`src/rtl/ram_port_arbiter.sv`:
```
// Registered request/grant arbiter sharing one single-port RAM among a writer (0) and two readers (1, 2).
// Provides round-robin fairness, burst locking and out-of-range rejection.
module ram_port_arbiter #(
  parameter int ADDR_WIDTH = 12,
  parameter int DATA_WIDTH = 256,
  parameter int DEPTH      = 100
) (
  input  logic                  CLK,
  input  logic                  RST,
  input  logic [2:0]            req,
  input  logic [2:0]            lock,
  input  logic [ADDR_WIDTH-1:0] addr0,
  input  logic [DATA_WIDTH-1:0] wdata0,
  input  logic [ADDR_WIDTH-1:0] addr1,
  input  logic [ADDR_WIDTH-1:0] addr2,
  output logic [2:0]            gnt,
  output logic [2:0]            rvalid,
  output logic [DATA_WIDTH-1:0] rdata,
  output logic [2:0]            err,
  output logic [ADDR_WIDTH-1:0] ram_addr,
  output logic                  ram_we,
  output logic                  ram_oe,
  output logic [DATA_WIDTH-1:0] ram_wdata,
  input  logic [DATA_WIDTH-1:0] ram_rdata
);

  typedef enum logic [0:0] {ARB = 1'b0, LOCKED = 1'b1} state_t;

  localparam logic [ADDR_WIDTH:0] DEPTH_L = (ADDR_WIDTH+1)'(DEPTH);

  state_t                state;
  logic [1:0]            owner;
  logic [1:0]            ptr;
  logic [2:0]            pick;
  logic                  win_valid;
  logic [1:0]            win;
  logic [ADDR_WIDTH-1:0] sel_addr;
  logic                  in_range;
  logic [2:0]            onehot;

  // Returns {found, index} of the first asserted request searching p, p+1, p+2 (mod 3).
  function automatic logic [2:0] rr_pick(input logic [2:0] r, input logic [1:0] p);
    logic [1:0] a;
    logic [1:0] b;
    logic [1:0] c;
    case (p)
      2'd1:    begin a = 2'd1; b = 2'd2; c = 2'd0; end
      2'd2:    begin a = 2'd2; b = 2'd0; c = 2'd1; end
      default: begin a = 2'd0; b = 2'd1; c = 2'd2; end
    endcase
    if (r[a]) begin
      rr_pick = {1'b1, a};
    end else if (r[b]) begin
      rr_pick = {1'b1, b};
    end else if (r[c]) begin
      rr_pick = {1'b1, c};
    end else begin
      rr_pick = 3'b000;
    end
  endfunction

  function automatic logic [1:0] next_ptr(input logic [1:0] w);
    case (w)
      2'd0:    next_ptr = 2'd1;
      2'd1:    next_ptr = 2'd2;
      default: next_ptr = 2'd0;
    endcase
  endfunction

  // Winner selection: only the lock owner is eligible while LOCKED.
  always_comb begin
    pick      = rr_pick(req, ptr);
    win_valid = 1'b0;
    win       = 2'd0;
    if (state == LOCKED) begin
      win_valid = req[owner] & lock[owner];
      win       = owner;
    end else begin
      win_valid = pick[2];
      win       = pick[1:0];
    end
    case (win)
      2'd1:    sel_addr = addr1;
      2'd2:    sel_addr = addr2;
      default: sel_addr = addr0;
    endcase
    in_range = ({1'b0, sel_addr} < DEPTH_L);
    onehot   = 3'b001 << win;
  end

  // Arbiter FSM with registered grant, strobe and read-return outputs.
  always_ff @(posedge CLK) begin
    if (!RST) begin
      state     <= ARB;
      owner     <= 2'd0;
      ptr       <= 2'd0;
      gnt       <= 3'b000;
      rvalid    <= 3'b000;
      err       <= 3'b000;
      ram_we    <= 1'b0;
      ram_oe    <= 1'b0;
      ram_addr  <= {ADDR_WIDTH{1'b0}};
      ram_wdata <= {DATA_WIDTH{1'b0}};
      rdata     <= {DATA_WIDTH{1'b0}};
    end else begin
      gnt    <= 3'b000;
      err    <= 3'b000;
      ram_we <= 1'b0;
      ram_oe <= 1'b0;
      rvalid <= ram_oe ? gnt : 3'b000;
      if (ram_oe) begin
        rdata <= ram_rdata;
      end
      if (win_valid) begin
        if (in_range) begin
          gnt      <= onehot;
          ram_addr <= sel_addr;
          if (win == 2'd0) begin
            ram_we    <= 1'b1;
            ram_wdata <= wdata0;
          end else begin
            ram_oe <= 1'b1;
          end
        end else begin
          err <= onehot;
        end
      end
      case (state)
        ARB: begin
          if (win_valid) begin
            // A rejected access never takes the lock; the pointer moves on either way.
            if (in_range && lock[win]) begin
              state <= LOCKED;
              owner <= win;
            end else begin
              ptr <= next_ptr(win);
            end
          end
        end
        LOCKED: begin
          if (!win_valid) begin
            state <= ARB;
            ptr   <= next_ptr(owner);
          end
        end
        default: state <= ARB;
      endcase
    end
  end

endmodule

```
`config.mk`:
```
export PLATFORM = sky130hd
export DESIGN_NAME = ram_port_arbiter
export DESIGN_NICKNAME = d
export VERILOG_FILES = /design/src/rtl/ram_port_arbiter.sv
export SDC_FILE = /design/constraint.sdc
export NUM_CORES = 1
export LEC_CHECK = 0
export ABC_CLOCK_PERIOD_IN_PS = 4200
export CAP_MARGIN = 20
export CELL_PAD_IN_SITES_DETAIL_PLACEMENT = 2
export CELL_PAD_IN_SITES_GLOBAL_PLACEMENT = 2
export CORE_AREA = 3 3 425 427
export DETAILED_ROUTE_END_ITERATION = 8
export DIE_AREA = 0 0 428 430
export PLACE_DENSITY_LB_ADDON = 0.1
export SLEW_MARGIN = 10
export SYNTH_ARGS = -nofsm -noshare
export SYNTH_HDL_FRONTEND = slang
export SYNTH_SLANG_ARGS = --single-unit
```
`constraint.sdc`:
```
create_clock -name CLK -period 4.2 [get_ports CLK]
set_input_delay 0.63 -clock CLK [delete_from_list [all_inputs] [get_ports CLK]]
set_output_delay 0.63 -clock CLK [all_outputs]
set_load 0.02 [all_outputs]
```
== Word-level counts from Yosys, hierarchy flattened ==
Index checks and enable logic that the tools add are counted.

* Register bits after elaboration: 540
* Logic and storage cells: 73
* Input bits: 556

* Bitwise gates (word level): 4
* Multiplexer cells: 33
* Shift operators: 1
* Reductions and logical operators: 10
* Eq/ne operators: 8
* $lt $le $gt $ge: 6

{| class="wikitable"
|+ Operator list
! kind !! number
|-
| $pmux W12 S2 || 1
|-
| $pmux W2 S2 || 6
|-
| $lt A2 B3 Y1 const B || 5
|-
| $bmux W1 S2 || 6
|-
| $lt A12 B7 Y1 const B || 1
|-
| $mux W1 || 12
|-
| $reduce_and A3 Y1 || 4
|-
| $mux W3 || 3
|-
| $mux W2 || 4
|-
| $eq A2 B1 Y1 const B || 3
|-
| $ne A2 B2 Y1 const B || 3
|-
| $eq A2 B2 Y1 const B || 2
|-
| $logic_not A2 Y1 || 2
|-
| $reduce_and A2 Y1 || 2
|-
| $not A1 Y1 || 3
|-
| $reduce_or A3 Y1 || 1
|-
| $shl A1 B2 Y3 const A || 1
|-
| $pmux W1 S2 || 1
|-
| $and A1 B1 Y1 || 1
|-
| $logic_and A1 B1 Y1 || 1
|}

== Depth between registers and ports, before layout ==
Gate-level depths: netlist of the first run.

* Word-level depth: 15
* Gate-level depth with buffers: 18
* Gate-level depth less buffers: 14

== Worst setup path after synthesis of the first run ==
OpenSTA, ideal clock, no wires.

* Kind: reg2reg
* Start point: register ptr[0]
* End point: register ram_wdata[130]
* Arrival time: 3.469 ns
* Required time: 4.068 ns
* Stages on the path, launching flop included: 17
* Library setup time: 0.132 ns
* Path slack: 0.599 ns
* Cells stage by stage: dfxtp_1 inv_1 ha_1 maj3_1 o21ai_1 inv_1 ha_1 clkbuf_1 a22oi_1 a21oi_1 o311a_1 a211oi_2 nand2_1 buf_2 clkbuf_1 nand2_1 a21oi_1

* Cells in the longest elaborated chain, start to end: 12

{| class="wikitable"
|+ Ends and longest elaborated chain
! element !! line !! RTL
|-
| start, declared || 33 || <nowiki>logic [1:0] ptr;</nowiki>
|-
| start signal, assigned || 136 || <nowiki>ptr <= next_ptr(win);</nowiki>
|-
| start signal, assigned || 143 || <nowiki>ptr <= next_ptr(owner);</nowiki>
|-
| $eq A2 B2 Y1 / $eq A2 B1 Y1 (equally long branches) || 46 || <nowiki>case (p)</nowiki>
|-
| $pmux W2 S2 || 46 ||
|-
| $bmux W1 S2 || 55 || <nowiki>end else if (r[c]) begin</nowiki>
|-
| $mux W1 (implied by the code) || 55 ||
|-
| $mux W3 || 55 ||
|-
| $mux W3 || 53 || <nowiki>end else if (r[b]) begin</nowiki>
|-
| $mux W3 (*) || 51 || <nowiki>if (r[a]) begin</nowiki>
|-
| $mux W2 (*) || 75 || <nowiki>if (state == LOCKED) begin</nowiki>
|-
| named net win[0] || 36 || <nowiki>logic [1:0] win;</nowiki>
|-
| $eq A2 B2 Y1 / $eq A2 B1 Y1 (equally long branches) || 82 || <nowiki>case (win)</nowiki>
|-
| $pmux W12 S2 || 82 ||
|-
| $lt A12 B7 Y1 || 87 || <nowiki>in_range = ({1'b0, sel_addr} < DEPTH_L);</nowiki>
|-
| $reduce_and A3 Y1 (no line) (*) || - ||
|-
| end signal, assigned || 103 || <nowiki>ram_wdata <= {DATA_WIDTH{1'b0}};</nowiki>
|-
| end signal, assigned || 120 || <nowiki>ram_wdata <= wdata0;</nowiki>
|-
| end, declared || 23 || <nowiki>output logic [DATA_WIDTH-1:0] ram_wdata,</nowiki>
|}

The timed path passes the listed nets; every way through them passes the cells marked *. The select of a mux whose other input is x is not followed.
A chain may end at the register's enable or synchronous reset.

== Worst setup path after layout of the first run ==
* Start point: register ptr[0]
* End point: register ram_wdata[30]

* Cells in the longest elaborated chain, start to end: 12

{| class="wikitable"
|+ Ends and longest elaborated chain
! element !! line
|-
| $eq A2 B2 Y1 / $eq A2 B1 Y1 (equally long branches) || 46
|-
| $pmux W2 S2 || 46
|-
| $bmux W1 S2 || 55
|-
| $mux W1 (implied by the code) || 55
|-
| $mux W3 || 55
|-
| $mux W3 || 53
|-
| $mux W3 (*) || 51
|-
| $mux W2 || 75
|-
| $eq A2 B2 Y1 / $eq A2 B1 Y1 (equally long branches) || 82
|-
| $pmux W12 S2 || 82
|-
| $lt A12 B7 Y1 || 87
|-
| $reduce_and A3 Y1 (no line) (*) || -
|}

Every way passes the cells marked *; elsewhere a longest branch is shown, timed or not. The select of a mux whose other input is x is not followed.

==> impl_metrics.csv, run 1 <==
group,metric,value,unit
final_layout,nets,3772,
power_and_ir_drop,p_leak,12.01,nW
final_layout,multi_input_area,7844,um2
clock_tree,h-tree-depth,3,
synth,synth_top_cell_by_area,"dfxtp_1",
detailed_routing,drtIter0Drc,490,
floorplan,pin_count,1091,
clock_tree,clock_latency,680,ps
place,gp_congestion,0.7641,
clock_tree,cts_buffers,80,
synth,ys_seq_elements,539,
synth,synth_flop_cell,"dfxtp_1",
outcome,status,"completed",
final_layout,regArea,10790,um2
timing,hold_viol,0,
timing,setup_violations,0,
setup_path,startpoint_type,"flip-flop",
timing,tightest_slew,1087,ps
clock_tree,clkTransAtPathRegs,60,ps
timing,slew_headroom,27.55,%
synth,synthArstFlopShare,0,%
synth,synth_area_per_cell,9.108,um2
setup_path,critical_path_class,"flip-flop to flip-flop",
timing,fmax,257.6,MHz
place,dp_hpwl,98.49,mm
final_layout,drive_gt1_share,6.712,%
detailed_routing,viasPerCell,3.604,
detailed_routing,vias,20310,
global_route,grt_max_degree,113,
detailed_routing,wl_per_cell,22.57,um
clock_tree,cts.path.max_buffers,3,
synth,synth_nets,2689,
final_layout,layout.filler_cells,20030,
synth,synth.most_common_cell,"dfxtp_1",
detailed_routing,postRouteAntennaNets,0,
hold_path,hp-class,"flip-flop to flip-flop",
floorplan,rows,154,
floorplan,coreArea,176500,um2
timing,skew,30.91,ps
clock_tree,cts_sinks,539,
clock_tree,ctsResizeCount,0,
synth,synthTopCellsByArea,"dfxtp_1 56%, mux2i_1 14%, a21oi_1 6.8%, nand3_1 6.7%, nor2_1 5.4%",
timing,slew_violations,0,
synth,syn-instance-count,2127,
power_and_ir_drop,powerDensity,623.6,nW/um2
setup_path,cp_max_fo,31,
place,port_buffers,1090,
floorplan,start_util,10.98,%
global_route,grt_overflow,0,
floorplan,die_x,428,um
floorplan,die_h,430,um
final_layout,area_growth,86.95,%
global_route,grt_antenna_before_repair,64,
clock_tree,cts_root_buf,"clkbuf_16",
clock_tree,cts_hold_buffers,0,
detailed_routing,drc_errors,0,
global_route,grt_pass1_wl,176.2,mm
power_and_ir_drop,p_total,22.58,mW
detailed_routing,wirelength,127.2,mm
timing,period_minus_slack,3882,ps
global_route,grt_pass1_vias,22820,
timing,fin_crit_sh,92.43,%
clock_tree,post-cts-setup-buffer-count,0,
synth,yosysSeqAreaShare,55.70,%
setup_path,required,4790,ps
setup_path,cp.arrival,4470,ps
flow_run,maxCapViolCount,0,
synth,synthDistinctLibCells,40,
global_route,grt_usage,13.26,%
place,placed_area,33510,um2
synth,synth_edf_count,0,
synth,netlist.area_leader.share,55.70,%
setup_path,r2r_cells,16,
synth,yosys_warnings,0,
power_and_ir_drop,ir_drop,0.2526,mV
synth,syn_area,19370,um2
final_layout,stdcell_area,36220,um2
clock_tree,cts_tree,"done",
synth,synth_commonest_cells,"539 x dfxtp_1, 281 x nor2_1, 265 x a21oi_1, 264 x mux2i_1, 263 x nand2_1",
hold_path,whs_path_depth,2,
setup_path,end_kind,"flip-flop",
detailed_routing,dr.pass1.iters,4,
floorplan,die-area,184000,um2
-- logic make-up after synthesis --
group | Yosys count | synth area share, %
buffers and inverters | 190 | 3.953
AO/OA/AOI/OAI | 294 | 7.976
flip-flops | 539 | 55.70
multiplexers | 264 | 13.64
adder cells (fa/ha/maj) | 8 | 0.4973
AND/OR/NAND/NOR | 832 | 18.23
-- metal layers --
layer	vias to the layer above	track usage, %	wire length (um)
li1	9403	-	-
met1	9923	12.32	43280
met2	728	25.12	68090
met3	233	5.548	10270
met4	26	5.924	5423
met5	-	0	168
-- metrics by stage --
step | hold slack (ps) | TNS (ps) | worst slack (ps) | util [%] | std cells
after floorplan | 521.1 | 0 | 599.2 | - | 2127
after CTS | 434.0 | 0 | 105.5 | 20.45 | 5602
after detailed placement | 451.3 | -10560 | -165.1 | 18.99 | 5467
after global routing | 461.9 | -2.641 | -2.641 | 20.50 | 5623
final | 452.2 | 0 | 318.1 | 20.52 | 5637
after global placement | 441.4 | -8783 | -122.0 | 18.99 | 5467
-- placed cells by master (no fill, tap or decap), types with 4 or more instances in the layout --
cell             count
clkinv_2             9
o21ai_0              6
mux2i_1            264
dfxtp_1            538
a21oi_1            265
clkbuf_8            23
ha_1                 5
and3_1               9
clkbuf_16           82
a22oi_1              7
nand3_1            258
diode_2             34
buf_4               64
clkdlybuf4s50_1   1090
nand2_1            262
clkbuf_1            13
inv_1                9
inv_6                4
nor2_1             281
and2_1               5
buf_12              24
-- worst max-delay path, stage by stage, from the launching register on --
cell	delay (ps)
dfxtp_1	370
inv_1	60
ha_1	390
a21o_1	200
a31oi_1	190
o21ai_1	130
buf_4	180
ha_1	290
a22oi_1	220
a21oi_1	130
o311a_1	410
a211oi_4	350
buf_6	200
buf_12	200
buf_12	180
nand3_1	100
a21oi_1	170
-- registers in the layout, indices dropped and copies added (netlist names) --
signal	count
err	3
ram_wdata	256
owner	2
ram_addr	12
rdata	256
ptr	2
ram_oe	1
gnt	3
rvalid	3
state	1
-- path summary, 6_finish.rpt --
kind | startpoint | endpoint | slack (ps)
setup / recovery | ptr[0]$_SDFFE_PN0P_ | ram_wdata[30]$_SDFFE_PN0P_ | 320
hold / removal | ram_wdata[22]$_SDFFE_PN0P_ | ram_wdata[22]$_SDFFE_PN0P_ | 450
setup reg to reg | ptr[0]$_SDFFE_PN0P_ | ram_wdata[30]$_SDFFE_PN0P_ | 320
hold reg to reg | ram_wdata[22]$_SDFFE_PN0P_ | ram_wdata[22]$_SDFFE_PN0P_ | 450
-- layout make-up --
class	instances	share of cell area, %
inverters	10	0.1244
multi-input cells	1398	21.66
clock buffers	117	6.606
flip-flops and latches	539	29.80
repair buffers	1181	32.96
diodes	34	0.2349
well taps	2340	8.084
clock inverters	18	0.5320
-- where the power goes --
part / switching, mW / internal [mW]
Clock: 2.72 / 4.05
Sequential: 0.550 / 6.06
Combinational: 5.32 / 3.88
No activity file was read; power rests on OpenSTA's default activity.
==> run 2, diff against run 1 <==
- ABC_CLOCK_PERIOD_IN_PS: 4200 -> 3700
- clock period: 4.2 -> 3.7 ns (I/O delays scaled with it)
==> run 2 against run 1 <==
Combinational power is 22% higher. Sequential share of layout area is 0.44 points lower. Final cell count is 0.11% higher. Wire length is 1.5% higher. Global-route usage hardly changed. Critical path depth is 1 higher. Sequential power is 14% higher. Maximum frequency is 11% higher. Largest cell class unchanged. Design area is 1.5% higher. Non-clock buffer count is 17 higher.
==> impl_metrics.csv, run 2 (synthesis gave the netlist of run 1 again) <==
group,metric,value,unit
final_layout,utilization,20.83,%
floorplan,die_x,428,um
timing,fmax,286.6,MHz
detailed_routing,postRouteAntennaNets,0,
global_route,grt_usage,13.25,%
power_and_ir_drop,ir_drop,0.3055,mV
setup_path,required,4220,ps
setup_path,critical_path_class,"flip-flop to flip-flop",
detailed_routing,drc_errors,0,
setup_path,slowest_stage,"o311a_4",
final_layout,instances_no_fill,5643,
global_route,grt_overflow,0,
floorplan,rows,154,
clock_tree,cts.path.max_buffers,3,
floorplan,die_h,430,um
final_layout,stdcell_area,36760,um2
setup_path,startpoint_type,"flip-flop",
power_and_ir_drop,powerDensity,717.2,nW/um2
final_layout,drive_gt1_share,7.472,%
final_layout,largest_registers,"ram_wdata x256, rdata x256, ram_addr x12",
detailed_routing,drtIter0Drc,547,
floorplan,die-area,184000,um2
detailed_routing,wl_per_cell,22.89,um
clock_tree,clock_latency,660,ps
timing,slew_violations,0,
clock_tree,cts_root_buf,"clkbuf_16",
final_layout,layout_common_cells,"1090 x clkdlybuf4s50_1, 537 x dfxtp_1, 280 x nor2_1, 264 x mux2i_1, 262 x nand2_1",
setup_path,cp.arrival,4010,ps
place,placed_cells,5472,
timing,fin_crit_sh,94.31,%
floorplan,pin_count,1091,
clock_tree,cts_sinks,539,
detailed_routing,wirelength,129.2,mm
detailed_routing,vias,20320,
timing,setup_violations,0,
power_and_ir_drop,p_total,26.37,mW
global_route,grt_antenna_before_repair,47,
setup_path,end_kind,"flip-flop",
place,placed_area,33630,um2
clock_tree,cts_buffers,79,
timing,hold_viol,0,
final_layout,nets,3788,
timing,rsz0062_at_grt,"yes",
floorplan,coreArea,176500,um2
timing,slew_headroom,24.46,%
final_layout,layout.filler_cells,19950,
global_route,grt_max_degree,124,
place,port_buffers,1090,
timing,skew,14.15,ps
setup_path,cp_max_fo,13,
clock_tree,clkTransAtPathRegs,50,ps
place,dp_hpwl,97.94,mm
timing,tightest_slew,1133,ps
power_and_ir_drop,p_leak,12.22,nW
hold_path,hp-class,"flip-flop to flip-flop",
flow_run,maxCapViolCount,0,
floorplan,start_util,10.98,%
final_layout,final_common_cell,"clkdlybuf4s50_1",
global_route,grt_pass1_vias,22690,
final_layout,area_growth,89.76,%
detailed_routing,dr.pass1.iters,4,
place,gp_congestion,0.7583,
outcome,status,"completed",
clock_tree,h-tree-depth,3,
timing,period_minus_slack,3489,ps
setup_path,cp_slowest_stage_delay,410,ps
global_route,grt_pass1_wl,175.7,mm
detailed_routing,viasPerCell,3.600,
clock_tree,cts_tree,"done",
setup_path,cp_cell_sequence,"inv_1 -> ha_4 -> maj3_1 -> o21ai_2 -> inv_1 -> ha_4 -> a22oi_1 -> a21oi_1 -> o311a_4 -> a211oi_4 -> buf_6 -> buf_12 -> nand2_8 -> clkbuf_16 -> clkbuf_16 -> nand2_1 -> a21oi_1",
==> run 2: cell type report <==
class	instances	area [um2]	area share [%]
diodes	24	60.06	0.1634
clock buffers	123	2417	6.576
clock inverters	11	162.7	0.4425
inverters	10	45.04	0.1225
multi-input cells	1398	7966	21.67
flip-flops and latches	539	10800	29.37
well taps	2340	2928	7.964
repair buffers	1198	12390	33.70
==> run 2: worst paths after layout <==
check                           depth (start not counted)                    endpoint  slack (ps)                 startpoint
worst max-delay path                                   17  ram_wdata[87]$_SDFFE_PN0P_         210        ptr[0]$_SDFFE_PN0P_
worst min-delay path                                    2   ram_wdata[1]$_SDFFE_PN0P_         460  ram_wdata[1]$_SDFFE_PN0P_
worst max register to register                         17  ram_wdata[87]$_SDFFE_PN0P_         210        ptr[0]$_SDFFE_PN0P_
worst min register to register                          2   ram_wdata[1]$_SDFFE_PN0P_         460  ram_wdata[1]$_SDFFE_PN0P_
==> run 2: worst max-delay path, delay by kind of cell (launching register included) <==
family,cells,cell delay (ps)
AOI/OAI and AO/OA,6,1150
adders and majority gates,3,820
buffers and inverters,6,830
DFF,1,330
and+or+nand+nor,2,200
==> run 2: power by group <==
group          switching [mW]  internal [mW]
logic                    6.30           4.89
clock network            3.01           4.66
registers               0.629           6.88
==> run 2: what timing repair did <==
item,in CTS,in global routing
setup buffers,2,3
resized for setup,9,31
setup endpoints to repair,269,262
gates cloned,0,9
pin swaps,2,4
hold buffers,0,0
==> run 2: layer usage <==
layer	routed length [um]	track usage (%)	up-vias	part of all wire, %
met5	166	0	-	0.13
met4	5354	6.359	28	4.1
met3	9828	5.142	216	7.6
met2	69030	24.88	688	53
met1	44820	12.57	9977	35
li1	-	-	9408	-
==> run 2: through the flow <==
step / setup WS [ps] / hold slack, ps / setup TNS [ps]
floorplan: 99.15 / 521.1 / 0
global placement: -664.4 / 441.4 / -132140
detailed placement: -728.3 / 450.3 / -148390
CTS: 12.63 / 353.5 / 0
global route: -16.56 / 404.4 / -27.32
finish: 210.7 / 456.0 / 0
==> run 3, diff against run 2 <==
- CORE_AREA: 3 3 425 427 -> 2 2 424 426
- DIE_AREA: 0 0 428 430 -> 0 0 426 428
- GPL_TIMING_DRIVEN: default -> 0
==> run 3 against run 2 <==
Die area down 0.93%. Sequential power down 0.7%. First-iteration DRC count down 5.5%. Sequential cell count unchanged. Clock power up 3.1%. Maximum frequency down 1.5%. Register-to-register slack worse by 50 ps. Utilization about the same. Highest routed layer unchanged.
==> impl_metrics.csv, run 3 (synthesis gave the netlist of run 1 again) <==
group,metric,value,unit
outcome,status,"completed",
detailed_routing,wirelength,134.0,mm
timing,skew,45.50,ps
setup_path,required,4320,ps
power_and_ir_drop,p_total,26.72,mW
clock_tree,cts_root_buf,"clkbuf_16",
place,gp_congestion,0.7367,
timing,hold_viol,0,
timing,fin_crit_sh,95.76,%
power_and_ir_drop,p_sw_share,38.36,%
detailed_routing,dr.pass1.iters,4,
clock_tree,clock_latency,710,ps
clock_tree,cts.path.max_buffers,3,
final_layout,area_growth,90.80,%
timing,slew_headroom,34.12,%
detailed_routing,viasPerCell,3.542,
floorplan,die-area,182300,um2
floorplan,coreArea,177600,um2
detailed_routing,vias,20370,
hold_path,hp-class,"input pin to flip-flop",
power_and_ir_drop,pwr-share-seq,27.9,%
power_and_ir_drop,ir_drop,0.3004,mV
final_layout,layout.filler_cells,20230,
power_and_ir_drop,p_switching,10.25,mW
final_layout,nets,3884,
place,place_ws,-2521,ps
power_and_ir_drop,powerDensity,722.9,nW/um2
place,port_buffers,1089,
final_layout,utilization,20.81,%
power_and_ir_drop,p_leak,12.20,nW
floorplan,die_x,426,um
timing,setup_violations,0,
global_route,grt_pass1_vias,22090,
flow_run,maxCapViolCount,0,
global_route,grt_max_degree,11,
setup_path,cp.arrival,4160,ps
detailed_routing,postRouteAntennaNets,0,
timing,fin_tns_setup,0,ps
global_route,grt_usage,14.22,%
clock_tree,cts_tree,"done",
power_and_ir_drop,internal_power,16.47,mW
timing,fmax,282.2,MHz
global_route,grt_antenna_before_repair,53,
floorplan,rows,155,
detailed_routing,drtIter0Drc,517,
setup_path,critical_path_class,"flip-flop to flip-flop",
place,placed_cells,5572,
timing,hold_slack,376.2,ps
clock_tree,cts_buffers,82,
place,dp_hpwl,106.3,mm
final_layout,largest_registers,"ram_wdata x256, rdata x256, ram_addr x12",
final_layout,stdcell_area,36960,um2
setup_path,cp_max_fo,10,
timing,setup_ws,156.9,ps
final_layout,layout_common_cells,"1089 x clkdlybuf4s50_1, 537 x dfxtp_1, 278 x nor2_1, 264 x mux2i_1, 262 x nand2_1",
floorplan,die_h,428,um
power_and_ir_drop,clkPwrFrac,29.6,%
timing,period_minus_slack,3543,ps
final_layout,drive_gt1_share,7.913,%
place,placed_area,33240,um2
global_route,grt_overflow,0,
global_route,grt_pass1_wl,181.6,mm
detailed_routing,wl_per_cell,23.30,um
floorplan,pin_count,1091,
timing,tightest_slew,988.2,ps
detailed_routing,drc_errors,0,
setup_path,startpoint_type,"flip-flop",
clock_tree,cts_hold_buffers,0,
clock_tree,cts_sinks,539,
final_layout,final_common_cell,"clkdlybuf4s50_1",
floorplan,start_util,10.91,%
final_layout,instances_no_fill,5752,
power_and_ir_drop,comb_power_share,42.5,%
timing,slew_violations,0,
setup_path,end_kind,"flip-flop",
clock_tree,h-tree-depth,3,
clock_tree,clkTransAtPathRegs,50,ps
-- run 3: critical path, stage by stage, from the launching register on --
cell and delay [ps]:
dfxtp_4 360, inv_1 40, ha_2 210, a21o_1 220
a31oi_4 150, o21ai_4 110, buf_4 160, ha_4 200
a22oi_2 280, a21oi_4 90, o311a_4 380, a211oi_4 250
buf_12 170, buf_16 200, buf_16 170, buf_6 150
nand3_1 130, a21oi_1 150
-- run 3: worst paths after layout --
| check | start | end | slack, ps | cells after the start |
|---|---|---|---|---|
| worst min-delay path | RST | owner[1]$_SDFFE_PN0P_ | 380 | 2 |
| worst max register to register | ptr[1]$_SDFFE_PN0P_ | ram_wdata[85]$_SDFFE_PN0P_ | 160 | 17 |
| worst min register to register | ram_wdata[50]$_SDFFE_PN0P_ | ram_wdata[50]$_SDFFE_PN0P_ | 450 | 2 |
| worst max-delay path | ptr[1]$_SDFFE_PN0P_ | ram_wdata[85]$_SDFFE_PN0P_ | 160 | 17 |
-- run 3: area by class of cell --
cell class / instances / area [um2] / area share, %
Timing Repair Buffer: 1116 / 11230 / 30.39
Clock buffer: 132 / 2511 / 6.794
Multi-Input combinational cell: 1398 / 8129 / 21.99
Buffer: 175 / 1134 / 3.067
Clock inverter: 17 / 148.9 / 0.4028
Inverter: 10 / 37.54 / 0.1016
Tap cell: 2355 / 2947 / 7.972
Sequential cell: 539 / 10800 / 29.21
Antenna cell: 10 / 25.02 / 0.06770
-- run 3: what timing repair did --
item / CTS / global route
endpoints found under the setup margin: 280 / 264
gates resized for setup: 166 / 66
gates cloned: 2 / 2
pin swaps: 9 / 9
buffers inserted: 14 / 8
-- run 3: power by group through the flow --
| stage | logic [mW] | clock network (mW) | registers (mW) |
|---|---|---|---|
| 3_5_place_dp | 10.3 | 0 | 7.59 |
| 2_1_floorplan | 3.64 | 0 | 8.76 |
| 4_1_cts | 11.5 | 8.37 | 7.49 |
| 6_report | 11.3 | 7.91 | 7.46 |
| 3_3_place_gp | 10.3 | 0 | 7.57 |
| 5_1_grt | 12.3 | 8.57 | 7.61 |
-- run 3: metal layers --
metal	track usage [%]	vias up	wire, um
li1	-	9631	-
met1	13.53	9813	45880
met2	27.48	664	72820
met3	6.166	217	11590
met4	3.435	48	3440
met5	0	-	286
